===== src/rtl/axis_preload_ctrl.sv =====
// -----------------------------------------------------------------------------
// axis_preload_ctrl
//   Sequencer for the AXI-Stream ifmap preload FIFO. It accepts one tile of
//   packed 6-channel beats, drives the FIFO load/read/clear strobes and hands
//   complete rows to the MAC array on request. It keeps a row-accurate copy of
//   the FIFO packing rule, so it never loads into a full FIFO and never reads
//   a partially written row.
//
// Ports
//   clk, rst               clock, asynchronous active-high reset
//   start, abort           tile start pulse (IDLE only) / tile cancel
//   input_channel_size     channels per row, latched on accepted start
//   row_num                rows in the tile, latched on accepted start
//   s_axis_tvalid/tlast    stream beat valid / end-of-tile marker
//   s_axis_tready          beat accepted when high together with tvalid
//   fifo_cnt/full/empty    FIFO status (complete rows only)
//   load_axis_preload      FIFO write strobe
//   fifo_read              FIFO pop strobe
//   axis_clear             FIFO pointer/count clear
//   mac_req, mac_row_fire  MAC row request / row consumed this cycle
//   busy, done, tlast_err  not idle / tile-complete pulse / sticky tlast error
// -----------------------------------------------------------------------------
module axis_preload_ctrl #(
  parameter int AXIS_PRELOAD_FIFO_DEPTH = 4,
  parameter int CNT_W                   = 3
) (
  input  logic             clk,
  input  logic             rst,
  input  logic             start,
  input  logic             abort,
  input  logic [11:0]      input_channel_size,
  input  logic [11:0]      row_num,
  input  logic             s_axis_tvalid,
  input  logic             s_axis_tlast,
  output logic             s_axis_tready,
  input  logic [CNT_W-1:0] fifo_cnt,
  input  logic             fifo_full,
  input  logic             fifo_empty,
  output logic             load_axis_preload,
  output logic             fifo_read,
  output logic             axis_clear,
  input  logic             mac_req,
  output logic             mac_row_fire,
  output logic             busy,
  output logic             done,
  output logic             tlast_err
);

  typedef enum logic [2:0] {
    S_IDLE  = 3'd0,
    S_CLEAR = 3'd1,
    S_RUN   = 3'd2,
    S_DONE  = 3'd3,
    S_ABORT = 3'd4
  } state_e;

  state_e      state_q, state_d;
  logic [11:0] ics_q, ics_d;
  logic [11:0] rows_q, rows_d;
  logic [8:0]  ch_cnt_q, ch_cnt_d;
  logic [11:0] rows_loaded_q, rows_loaded_d;
  logic [11:0] rows_read_q, rows_read_d;
  logic        tlast_err_q, tlast_err_d;

  logic        run_st;
  logic        start_acc;
  logic        full_eff, empty_eff;
  logic [12:0] ch_plus6;
  logic        row_end;
  logic        last_row;
  logic        exp_tlast;
  logic        last_read;

  // The count is folded into full/empty as a second opinion; with a
  // consistent FIFO the flags alone decide.
  assign full_eff  = fifo_full  | (fifo_cnt >= CNT_W'(AXIS_PRELOAD_FIFO_DEPTH));
  assign empty_eff = fifo_empty | (fifo_cnt == '0);

  assign start_acc = (state_q == S_IDLE) & start;

  // Row packing: a beat closes the row once 6 more channels would pass ics.
  assign ch_plus6  = {4'd0, ch_cnt_q} + 13'd6;
  assign row_end   = ch_plus6 > {1'b0, ics_q};
  assign last_row  = ({1'b0, rows_loaded_q} + 13'd1) == {1'b0, rows_q};
  assign exp_tlast = row_end & last_row;
  assign last_read = ({1'b0, rows_read_q} + 13'd1) == {1'b0, rows_q};

  assign s_axis_tready     = run_st & (rows_loaded_q < rows_q) & ~full_eff;
  assign load_axis_preload = s_axis_tvalid & s_axis_tready;
  assign fifo_read         = run_st & mac_req & ~empty_eff & (rows_read_q < rows_q);
  assign mac_row_fire      = fifo_read;
  assign tlast_err         = tlast_err_q;

  // State register
  always_ff @(posedge clk or posedge rst) begin
    if (rst) state_q <= S_IDLE;
    else     state_q <= state_d;
  end

  // Next-state logic; abort outranks every other exit
  always_comb begin
    state_d = state_q;
    case (state_q)
      S_IDLE:  if (start) state_d = S_CLEAR;
      S_CLEAR: if (abort)               state_d = S_ABORT;
               else if (rows_q == '0)   state_d = S_DONE;
               else                     state_d = S_RUN;
      S_RUN:   if (abort)                       state_d = S_ABORT;
               else if (fifo_read && last_read) state_d = S_DONE;
      S_DONE:  state_d = abort ? S_ABORT : S_IDLE;
      S_ABORT: state_d = S_IDLE;
      default: state_d = S_IDLE;
    endcase
  end

  // State-decoded outputs
  always_comb begin
    run_st     = 1'b0;
    axis_clear = 1'b0;
    busy       = 1'b1;
    done       = 1'b0;
    case (state_q)
      S_IDLE:  busy       = 1'b0;
      S_CLEAR: axis_clear = 1'b1;
      S_RUN:   run_st     = 1'b1;
      S_DONE:  done       = 1'b1;
      S_ABORT: axis_clear = 1'b1;
      default: busy       = 1'b0;
    endcase
  end

  // Tile counters and sticky error
  always_comb begin
    ics_d         = ics_q;
    rows_d        = rows_q;
    ch_cnt_d      = ch_cnt_q;
    rows_loaded_d = rows_loaded_q;
    rows_read_d   = rows_read_q;
    tlast_err_d   = tlast_err_q;
    if (start_acc) begin
      ics_d         = input_channel_size;
      rows_d        = row_num;
      ch_cnt_d      = '0;
      rows_loaded_d = '0;
      rows_read_d   = '0;
      tlast_err_d   = 1'b0;
    end else begin
      if (load_axis_preload) begin
        if (row_end) begin
          ch_cnt_d      = '0;
          rows_loaded_d = rows_loaded_q + 12'd1;
        end else begin
          ch_cnt_d = ch_plus6[8:0];
        end
        // The beat is still taken; only the flag records the mismatch.
        if (s_axis_tlast != exp_tlast) tlast_err_d = 1'b1;
      end
      if (fifo_read) rows_read_d = rows_read_q + 12'd1;
    end
  end

  always_ff @(posedge clk or posedge rst) begin
    if (rst) begin
      ics_q         <= '0;
      rows_q        <= '0;
      ch_cnt_q      <= '0;
      rows_loaded_q <= '0;
      rows_read_q   <= '0;
      tlast_err_q   <= 1'b0;
    end else begin
      ics_q         <= ics_d;
      rows_q        <= rows_d;
      ch_cnt_q      <= ch_cnt_d;
      rows_loaded_q <= rows_loaded_d;
      rows_read_q   <= rows_read_d;
      tlast_err_q   <= tlast_err_d;
    end
  end

endmodule


===== config.mk =====
export PLATFORM = sky130hd
export DESIGN_NAME = axis_preload_ctrl
export DESIGN_NICKNAME = d
export VERILOG_FILES = /design/src/rtl/axis_preload_ctrl.sv
export SDC_FILE = /design/constraint.sdc
export NUM_CORES = 1
export LEC_CHECK = 0
export ABC_AREA = 1
export BUFFER_PORTS_ARGS = -buffer_cell sky130_fd_sc_hd__buf_2
export CORE_MARGIN = 1.5
export CORE_UTILIZATION = 50
export CTS_BUF_LIST = sky130_fd_sc_hd__clkbuf_16
export DETAILED_ROUTE_END_ITERATION = 6
export GPL_TIMING_DRIVEN = 0
export HOLD_SLACK_MARGIN = 0.08
export MAX_ROUTING_LAYER = met4
export PLACE_DENSITY = 0.81
export SYNTH_ARGS = -nofsm -noshare
export SYNTH_HDL_FRONTEND = slang
export SYNTH_SLANG_ARGS = --single-unit

===== constraint.sdc =====
create_clock -name clk -period 3.8 [get_ports clk]
set_clock_uncertainty 0.05 [all_clocks]
set_input_delay 0.19 -clock clk [delete_from_list [all_inputs] [get_ports clk]]
set_output_delay 0.19 -clock clk [all_outputs]
set_load 0.005 [all_outputs]

==> impl_results.md, run 1 <==
* Dominant delay contributor by cell family on the critical path: simple AND/OR/NAND/NOR gates
* Worst flop-to-flop path startpoint: ch_cnt_q[1]
* Pins over their slew limit at 0
* Number of buffers on the longest clock path at 2
* Area grow syn2layout at 21.24%
* Number of routed nets with antenna violations at 0
* Crit Path Max Fanout at 10
* Delay of the slowest cell on the worst path at 0.36 ns
* Cell types occupying the most area after synthesis: sky130_fd_sc_hd__dfrtp_1, sky130_fd_sc_hd__nand2_1, sky130_fd_sc_hd__ha_1, sky130_fd_sc_hd__inv_1, sky130_fd_sc_hd__o21ai_0
* Cts bufs inserted at 9
* Data arrival time of the critical path at 3.67 ns
* WP buf/inv at 4
* Static leakage power at 2.624 nW
* Total wire length after detailed routing at 11.44 mm
* Final hold viol count at 0
* Critical Path Sink Type: flop
* Source-to-sink clock delay at the later pin of the worst-skew pair at 0.33 ns
* Number of global-route vias before repair at 4218
* Ports placed on the boundary at 44
* Core Box Area at 8258 sq um
* Fin crit share at 90.90%
* Post-synthesis net count at 659
* Area of the multi-input gates at 2370 sq um
* FF/Latch Area at 1501 sq um
* Count of input and output buffers at 43
* WL per Instance at 14.72 um
* Proportion of synthesized chip area in sequential cells at 35.06%
* Post-synthesis cell area at 4283 sq um
* Initial standard-cell utilization of the core at 51.86%
* Hold Slack at 0.08280 ns
* Power Dens Cells at 652.8 nW/um^2
* Cell taking the most area after synthesis: sky130_fd_sc_hd__dfrtp_1
* Worst path most repeated cell: sky130_fd_sc_hd__nand2_1
* TritonCTS clock tree: done
* Die X at 95.55 um
* Count of maximum capacitance violations at 0
* Diodes inserted at 0
* Routed via count divided by cell count at 5.452
* DRC errors left at 0
* Required @ worst endpoint at 4.02 ns
* Detailed-routing iteration count for the pre-antenna-repair pass at 5
* Shortest clock period the worst path allows after layout at 3.454 ns
* Gr ovfl total at 0
* Setup TNS at 0 ns
* Vias at 4236
* Number of filler instances in the final layout at 738
* Setup crit end: rows_loaded_q[1]
* Largest net degree at the start of global routing at 36
* Aggregate global-route resource usage at 28.37%
* Final-report setup violation count at 0
* Clock transition at the registers of the reported paths at 0.06 ns
* Post-Syn Area per Cell at 7.296 sq um
* Number of library cell types mapped by synthesis at 33
* WS Path Type: flop to flop
* Worst setup path startpoint: ch_cnt_q[1]
* Row Count at 33
* Area fraction of the dominant cell type after synthesis at 35.06%
* Number of synthesis warnings at 0
* Maximum clock rate at 289.5 MHz
* Worst-case register-to-register setup slack at 0.35 ns
* R2R Path End: rows_loaded_q[1]
* Cell at the root of the clock tree: sky130_fd_sc_hd__clkbuf_16
* DIE AREA at 9130 sq um
* Depth of the CTS H-tree at 3
* RSZ-0062 raised after global routing: false
* Length in cells of the worst reg-to-reg path at 20
* Max-Slew Margin vs Limit at 54.27%
* CP Launch Type: flop
* Initial antenna violation count at 0
* Number of synthesized register bits at 60
* Weighted congestion reported at the end of routability-driven placement at 0.9147
* Number of stages on the worst setup path at 20
* Net count of the finished layout at 739
* Ordered cell list for the critical path: inv_1 -> ha_1 -> nor3_1 -> inv_1 -> nor3_1 -> nand2_1 -> nand2_1 -> inv_1 -> ha_1 -> nand2_1 -> nor2_1 -> nand2_1 -> a21oi_1 -> nor2_1 -> nor2_1 -> nor2_1 -> nor2_4 -> buf_2 -> nand3_1 -> nand2_1
* Slowest stage cell on the critical path: sky130_fd_sc_hd__dfrtp_1
* Run status: finished, final reports clean
* Classification of the worst-slack hold path: input port to flop
* CTS sink cnt at 60
* Share of post-route cells with drive strength above 1 at 13.99%
* Mapped Cells at 587
* Number of design-rule violations left by the first detailed-router iteration at 223
* Worst slew pin tran at 0.6859 ns
* Floorplan die height at 95.55 um
* Wire length of the first global-routing pass at 19.14 mm
* Detailed placer's ending HPWL at 8.501 mm
* Maximum resistive drop on vdd at 0.3508 mV
[per-layer routing]
| layer | vias up | global-route usage [%] | wire length [um] |
|---|---|---|---|
| met5 | - | - | 0 |
| met4 | 0 | 13.36 | 320 |
| met3 | 26 | 4.306 | 751 |
| met2 | 155 | 44.89 | 5472 |
| met1 | 1974 | 35.53 | 4891 |
| li1 | 2081 | - | - |
[flip-flops by register name, indices dropped and copies added, names as in the netlist]
register / count
ch_cnt_q: 8
ics_q: 12
rows_loaded_q: 12
rows_q: 12
rows_read_q: 12
state_q: 3
tlast_err: 1
[cells by family (layout without fill, tap and decap cells)]
kind of cell	count (synthesis)	after routing	share of synthesized area (%)
DFF	60	60	35.06
buffers and inverters	106	191	9.611
xor gates and xnor gates	14	14	3.681
adders and majority gates	36	36	10.52
and+or+nand+nor	284	284	30.21
AOI/OAI and AO/OA	87	87	10.93
[power breakdown]
part           internal, W  switching [W]
combinational     0.000543       0.000987
sequential        0.000842       0.000204
clock             0.000503       0.000311
total              0.00189        0.00150
[worst min-delay path: stages]
cell	delay, ns
sky130_fd_sc_hd__buf_2	0.09
sky130_fd_sc_hd__inv_1	0.08
sky130_fd_sc_hd__nor3_1	0.06
[synth_stat cells, drive strengths merged]
| cell | n |
|---|---|
| a211oi | 2 |
| a21oi | 20 |
| and2 | 1 |
| buf | 7 |
| clkbuf | 4 |
| dfrtp | 60 |
| ha | 36 |
| inv | 95 |
| nand2 | 151 |
| nand3 | 47 |
| nand3b | 2 |
| nand4 | 18 |
| nor2 | 47 |
| nor3 | 13 |
| nor4 | 2 |
| o211ai | 1 |
| o21ai | 50 |
| o22ai | 14 |
| or2 | 3 |
| xnor2 | 2 |
| xnor3 | 2 |
| xor2 | 10 |
[final cells by class]
| class | instances | area share [%] |
|---|---|---|
| Buffer | 11 | 1.060 |
| Clock buffer | 9 | 4.337 |
| Tap cell | 105 | 2.530 |
| Inverter | 95 | 6.867 |
| Multi-Input combinational cell | 421 | 45.64 |
| Sequential cell | 60 | 28.92 |
| Clock inverter | 7 | 1.301 |
| Timing Repair Buffer | 69 | 9.349 |
[worst min path at each step]
stage / from / end / slack [ns] / cells past startpoint
after global routing: abort / state_q[2] / 0.11 / 3
after global placement: input_channel_size[9] / ics_q[9] / 0.35 / 3
after floorplan: input_channel_size[0] / ics_q[0] / 0.25 / 2
final: abort / state_q[2] / 0.08 / 3
after CTS: abort / state_q[2] / 0.09 / 3
after detailed placement: rst / rows_read_q[2] / 0.24 / 2
[metrics by stage]
stage | cells | instance area (sq um) | setup WS, ns | utilization [%] | power [W]
finish | 777 | 5192 | 0.3459 | 62.88 | 0.003390
global route | 777 | 5192 | 0.03503 | 62.88 | 0.003681
CTS | 777 | 5192 | 0.3756 | 62.88 | 0.003365
global placement | 735 | 4629 | 0.4988 | 56.06 | 0.002441
floorplan | 587 | 4283 | 1.023 | - | 0.002080
detailed placement | 736 | 4649 | 0.4085 | 56.30 | 0.002520
[cell usage in the layout, fill, tap and decap left out, types with 5 or more instances in the layout]
master | netlist | final
sky130_fd_sc_hd__nand4_1 | 18 | 18
sky130_fd_sc_hd__nor2_1 | 36 | 36
sky130_fd_sc_hd__inv_1 | 93 | 92
sky130_fd_sc_hd__a21oi_1 | 19 | 19
sky130_fd_sc_hd__nor2_2 | 5 | 5
sky130_fd_sc_hd__clkbuf_16 | 0 | 9
sky130_fd_sc_hd__nand2_1 | 148 | 148
sky130_fd_sc_hd__o22ai_1 | 14 | 14
sky130_fd_sc_hd__buf_2 | 5 | 48
sky130_fd_sc_hd__xor2_1 | 9 | 9
sky130_fd_sc_hd__nor3_1 | 10 | 10
sky130_fd_sc_hd__dfrtp_1 | 60 | 60
sky130_fd_sc_hd__o21ai_0 | 47 | 47
sky130_fd_sc_hd__ha_1 | 36 | 36
sky130_fd_sc_hd__nor2_4 | 6 | 6
sky130_fd_sc_hd__nand3_1 | 46 | 46
sky130_fd_sc_hd__dlygate4sd3_1 | 0 | 25
[repair_timing]
action / in CTS / in global routing
gates resized for setup: 0 / 0
setup endpoints to repair: 0 / 0
setup buffers: 0 / 0
hold endpoints to repair: 49 / 0
hold buffers: 25 / 0
(Power assumes the default switching activity.)
==> run 2: changes to the inputs <==
Settings changed: CORE_MARGIN 1.5 to 2.
==> run 2 against run 1 <==
Effect of this change: register-to-register slack improved by 0.04 ns; count of clock-buffer cells in the layout is the same; core utilization up 0.18 points.
==> impl_results.md, run 2 (synthesis gave the netlist of run 1 again) <==
* WP buf/inv at 4
* Required @ worst endpoint at 3.94 ns
* Crit Path Max Fanout at 10
* Maximum resistive drop on vdd at 0.3933 mV
* Delay of the slowest cell on the worst path at 0.36 ns
* Power Dens Cells at 657.2 nW/um^2
* Final-report setup violation count at 0
* R2R Path End: rows_loaded_q[2]
* Leading cell type in the layout, fill and taps excluded: sky130_fd_sc_hd__nand2_1
* Worst flop-to-flop path startpoint: ch_cnt_q[1]
* DIE AREA at 9322 sq um
* Maximum clock rate at 293.2 MHz
* Detailed-routing iteration count for the pre-antenna-repair pass at 5
* Diodes inserted at 0
* Most frequent cells in the layout: sky130_fd_sc_hd__nand2_1, sky130_fd_sc_hd__inv_1, sky130_fd_sc_hd__dfrtp_1
* Aggregate global-route resource usage at 27.28%
* Row Count at 33
* Register share of total power at 30.5%
* Worst Hold Launch: abort
* DRC errors left at 0
* Setup WS pre-CTS at 0.4464 ns
* Max-Slew Margin vs Limit at 58.83%
* Critical Path Sink Type: flop
* Count of maximum capacitance violations at 0
* Gr ovfl total at 0
* Dominant delay contributor by cell family on the critical path: simple AND/OR/NAND/NOR gates
* Static leakage power at 2.636 nW
* Length in cells of the worst reg-to-reg path at 19
* Post-layout instance area at 5207 sq um
* Clock Power Share at 24.7%
* Count of input and output buffers at 43
* Area grow syn2layout at 21.59%
* Initial antenna violation count at 0
* Combinational Power Share at 44.8%
* Vias at 4267
* Clock transition at the registers of the reported paths at 0.05 ns
* Net count of the finished layout at 739
* Worst slew pin tran at 0.6175 ns
* Setup TNS at 0 ns
* Floorplan die height at 96.55 um
* Source-to-sink clock delay at the later pin of the worst-skew pair at 0.33 ns
* Wire length of the first global-routing pass at 18.87 mm
* Cell at the root of the clock tree: sky130_fd_sc_hd__clkbuf_16
* Hold Path End: state_q[2]
* Final hold viol count at 0
* Shortest clock period the worst path allows after layout at 3.410 ns
* Number of routed nets with antenna violations at 0
* Classification of the worst-slack hold path: input port to flop
* TritonCTS clock tree: done
* Number of design-rule violations left by the first detailed-router iteration at 346
* Cts bufs inserted at 9
* Fin crit share at 89.74%
* Post-cts gate resize count at 0
* Data arrival time of the critical path at 3.55 ns
* Number of filler instances in the final layout at 724
* Total wire length after detailed routing at 11.47 mm
* Core Box Area at 8258 sq um
* Routed via count divided by cell count at 5.492
* Run status: finished, final reports clean
* Internal power consumption at 0.001949 W
* Worst-case register-to-register setup slack at 0.39 ns
* Finished Layout Cells at 777
* WL per Instance at 14.76 um
* Slowest stage cell on the critical path: sky130_fd_sc_hd__dfrtp_1
* Detailed placer's ending HPWL at 8.418 mm
* Number of global-route vias before repair at 4118
* Share of post-route cells with drive strength above 1 at 13.39%
* Psw at 0.001474 W
* CTS sink cnt at 60
* Weighted congestion reported at the end of routability-driven placement at 0.9092
* WS Path Type: flop to flop
* Initial standard-cell utilization of the core at 51.86%
* Ports placed on the boundary at 44
* Post-place instance area at 4649 sq um
* Ordered cell list for the critical path: inv_1 -> ha_1 -> nor3_1 -> inv_1 -> nor3_1 -> nand2_1 -> nand2_1 -> inv_1 -> ha_1 -> nand2_1 -> nor2_1 -> nand2_1 -> a21oi_1 -> nor2_1 -> nor2_1 -> nor2_1 -> nor2_4 -> buf_2 -> o21ai_0
* Final critical-path setup slack at 0.3898 ns
* Number of instances in the placed design at 736
* Worst setup path startpoint: ch_cnt_q[1]
* Cell depth of the worst hold path at 3
* RSZ-0062 raised after global routing: false
* Net switching share of the total power at 43.06%
* Depth of the CTS H-tree at 3
* CP Launch Type: flop
* Pins over their slew limit at 0
* Largest net degree at the start of global routing at 37
* Die X at 96.55 um
* Number of buffers on the longest clock path at 2
## run 2: how the worst max path moves through the flow
| stage | end | cells past startpoint |
|---|---|---|
| 6_report | rows_loaded_q[2] | 19 |
| 5_1_grt | rows_loaded_q[2] | 20 |
| 4_1_cts | rows_loaded_q[2] | 19 |
| 3_5_place_dp | rows_loaded_q[2] | 19 |
| 3_3_place_gp | rows_loaded_q[2] | 19 |
| 2_1_floorplan | rows_loaded_q[11] | 20 |
## run 2: worst reg2reg max path, stage by stage (launching register included)
cell                      delay [ns]
sky130_fd_sc_hd__dfrtp_1        0.36
sky130_fd_sc_hd__inv_1          0.08
sky130_fd_sc_hd__ha_1           0.23
sky130_fd_sc_hd__nor3_1         0.30
sky130_fd_sc_hd__inv_1          0.07
sky130_fd_sc_hd__nor3_1         0.19
sky130_fd_sc_hd__nand2_1        0.10
sky130_fd_sc_hd__nand2_1        0.10
sky130_fd_sc_hd__inv_1          0.05
sky130_fd_sc_hd__ha_1           0.31
sky130_fd_sc_hd__nand2_1        0.06
sky130_fd_sc_hd__nor2_1         0.17
sky130_fd_sc_hd__nand2_1        0.08
sky130_fd_sc_hd__a21oi_1        0.13
sky130_fd_sc_hd__nor2_1         0.06
sky130_fd_sc_hd__nor2_1         0.20
sky130_fd_sc_hd__nor2_1         0.14
sky130_fd_sc_hd__nor2_4         0.22
sky130_fd_sc_hd__buf_2          0.27
sky130_fd_sc_hd__o21ai_0        0.13
## run 2: cell type report
type	count	area (sq um)	share of cell area [%]
Multi-Input combinational cell	421	2370	45.51
Sequential cell	60	1501	28.83
Timing Repair Buffer	69	485.5	9.322
Inverter	95	356.6	6.848
Clock buffer	9	225.2	4.325
Tap cell	105	131.4	2.523
Clock inverter	7	82.58	1.586
Buffer	11	55.05	1.057
## run 2: layer usage
metal  vias up  global-route usage, %  share of wire [%]
li1       2081                      -                  -
met1      1987                  33.76                 42
met2       166                  45.02                 49
met3        33                  4.112                6.3
met4         0                  10.92                3.1
met5         -                      -                  0
## run 2: stage by stage
| step | hold slack, ns | total power, W | utilization, % |
|---|---|---|---|
| finish | 0.09818 | 0.003422 | 63.06 |
| global route | 0.1448 | 0.003711 | 63.06 |
| CTS | 0.09180 | 0.003415 | 63.06 |
| detailed placement | 0.2297 | 0.002524 | 56.30 |
| global placement | 0.3456 | 0.002440 | 56.06 |
| floorplan | 0.2496 | 0.002080 | - |
## run 2: what timing repair did
item | CTS | global route
buffers inserted | 0 | 0
hold buffers | 25 | 0
endpoints found under the hold margin | 48 | 0
## run 2: power groups by stage
stage	registers (W)	logic [W]	clock network (W)
6_report	0.00104	0.00153	0.000845
5_1_grt	0.00107	0.00176	0.000882
4_1_cts	0.00104	0.00152	0.000856
3_5_place_dp	0.00104	0.00148	0
3_3_place_gp	0.00104	0.00140	0
2_1_floorplan	0.000976	0.00110	0
==> run 3: changes to the inputs <==
Settings changed: CORE_UTILIZATION 50 to 25, MAX_ROUTING_LAYER met4 to default, PLACE_DENSITY 0.81 to 0.52.
==> run 3 against run 2 <==
Effect of this change: wire length grew 2.4%; register-to-register slack better by 0.16 ns; via count decreased by 6.3%; worst hold slack better by 0.041 ns; sequential share of layout area decreased by 0.54 points; combinational power barely moved; total power decreased by 4.6%; global-route usage shrank 13 points; count of clock-buffer cells in the layout stayed put; core utilization down 31 points.
==> impl_results.md, run 3 (synthesis gave the netlist of run 1 again) <==
* Run status: finished, final reports clean
* Maximum resistive drop on vdd at 0.2530 mV
* Final core utilization at 31.89%
* Number of design-rule violations left by the first detailed-router iteration at 241
* WS Path Type: flop to flop
* Classification of the worst-slack hold path: input port to flop
* Floorplan die height at 134.9 um
* Share of post-route cells with drive strength above 1 at 13.24%
* Weighted congestion reported at the end of routability-driven placement at 0.8543
* Gr ovfl total at 0
* Finished Layout Cells at 892
* Pins over their slew limit at 0
* Final-report setup violation count at 0
* Initial standard-cell utilization of the core at 25.73%
* Largest net degree at the start of global routing at 33
* Depth of the CTS H-tree at 3
* Net count of the finished layout at 740
* Static leakage power at 2.617 nW
* Max-Slew Margin vs Limit at 53.85%
* Area grow syn2layout at 23.93%
* CTS sink cnt at 60
* Power Dens Cells at 615.1 nW/um^2
* Clock transition at the registers of the reported paths at 0.05 ns
* Aggregate global-route resource usage at 13.80%
* Initial antenna violation count at 0
* Core Box Area at 16640 sq um
* Worst slew pin tran at 0.6922 ns
* R2R Path End: rows_loaded_q[1]
* CP Launch Type: flop
* Delay of the slowest cell on the worst path at 0.37 ns
* Cts bufs inserted at 9
* Setup TNS at 0 ns
* Number of instances in the placed design at 851
* Fin crit share at 85.58%
* Shortest clock period the worst path allows after layout at 3.252 ns
* Row Count at 47
* Cell at the root of the clock tree: sky130_fd_sc_hd__clkbuf_16
* Ports placed on the boundary at 44
* Cell depth of the worst hold path at 5
* Length in cells of the worst reg-to-reg path at 20
* Worst setup path startpoint: ch_cnt_q[1]
* Count of maximum capacitance violations at 0
* Die X at 134.9 um
* Sum of internal, switching and leakage power at 0.003265 W
* Maximum clock rate at 307.5 MHz
* Worst path most repeated cell: sky130_fd_sc_hd__nand2_1
* Detailed-routing iteration count for the pre-antenna-repair pass at 5
* DRC errors left at 0
* Slowest stage cell on the critical path: sky130_fd_sc_hd__dfrtp_1
* Leading cell type in the layout, fill and taps excluded: sky130_fd_sc_hd__nand2_1
* Final hold viol count at 0
* Worst Hold Launch: start
* Crit Path Max Fanout at 10
* Hold Path End: state_q[0]
* RSZ-0062 raised after global routing: false
* Ordered cell list for the critical path: inv_1 -> ha_1 -> nor3_2 -> inv_1 -> nor3_1 -> nand2_1 -> nand2_1 -> inv_1 -> ha_1 -> nand2_1 -> nor2_1 -> nand2_1 -> a21oi_1 -> nor2_1 -> nor2_1 -> nor2_1 -> nor2_4 -> buf_2 -> nand3_1 -> nand2_1
* Data arrival time of the critical path at 3.48 ns
* Worst-case register-to-register setup slack at 0.55 ns
* Routed via count divided by cell count at 4.481
* Wire length of the first global-routing pass at 19.41 mm
* Source-to-sink clock delay at the later pin of the worst-skew pair at 0.34 ns
* Number of buffers on the longest clock path at 2
* Critical Path Sink Type: flop
* Count of input and output buffers at 43
* Worst flop-to-flop path startpoint: ch_cnt_q[1]
* Number of global-route vias before repair at 3870
* Detailed placer's ending HPWL at 9.067 mm
* TritonCTS clock tree: done
* Required @ worst endpoint at 4.02 ns
* Vias at 3997
* Number of routed nets with antenna violations at 0
* Most frequent cells in the layout: sky130_fd_sc_hd__nand2_1, sky130_fd_sc_hd__inv_1, sky130_fd_sc_hd__dfrtp_1
* DIE AREA at 18190 sq um
* Diodes inserted at 0
* WL per Instance at 13.16 um
* Total wire length after detailed routing at 11.74 mm
## run 3: through the flow
| step | setup slack [ns] | instance area, sq um | hold slack, ns |
|---|---|---|---|
| after floorplan | 1.023 | 4283 | 0.2496 |
| after global placement | 0.4294 | 4773 | 0.3513 |
| after detailed placement | 0.4679 | 4793 | 0.2958 |
| after CTS | 0.4200 | 5303 | 0.1191 |
| after global routing | 0.02196 | 5308 | 0.1443 |
| final | 0.5480 | 5308 | 0.1388 |
## run 3: metal layers
metal  track usage, %  part of all wire, %  up-vias
li1                 -                    -     2085
met1            18.91                   51     1835
met2            21.52                   44       62
met3            2.477                  3.3       15
met4            5.497                  1.8        0
met5                0                    0        -
## run 3: what timing repair did
| item | in CTS | in global routing |
|---|---|---|
| resized for setup | 0 | 1 |
| hold buffers | 26 | 0 |
| hold endpoints to repair | 53 | 0 |
| buffers inserted | 0 | 0 |
| endpoints found under the setup margin | 0 | 12 |
## run 3: area by class of cell
class | count | area [sq um]
buffer | 11 | 55.05
clock buffer | 9 | 225.2
clock inverter | 6 | 23.77
fill | 1810 | 11330
inverter | 95 | 356.6
multi-input combinational | 421 | 2375
sequential | 60 | 1501
tap | 220 | 275.3
timing repair buffer | 70 | 495.5
## run 3: worst max-delay path by stage
stage | slack [ns] | cells past startpoint | to
after global placement | 0.43 | 19 | rows_loaded_q[2]
after floorplan | 1.02 | 20 | rows_loaded_q[11]
after detailed placement | 0.47 | 19 | rows_loaded_q[4]
after global routing | 0.02 | 20 | rows_loaded_q[1]
after CTS | 0.42 | 19 | rows_loaded_q[4]
final | 0.55 | 20 | rows_loaded_q[1]
## run 3: where the power goes
part | internal [W] | leakage, nW | total, W | switching, W
Clock | 0.000424 | 0.126 | 0.000711 | 0.000288
Sequential | 0.000842 | 0.782 | 0.00105 | 0.000205
Combinational | 0.000538 | 1.71 | 0.00151 | 0.000968
Total | 0.00180 | 2.62 | 0.00326 | 0.00146
## run 3: worst max-delay path, delay by kind of cell (launching register included)
kind / cells / cell delay, ns
AO/OA/AOI/OAI: 1 / 0.12
adder cells (fa/ha/maj): 2 / 0.54
buffers and inverters: 4 / 0.45
flip-flops: 1 / 0.37
AND/OR/NAND/NOR: 13 / 1.66
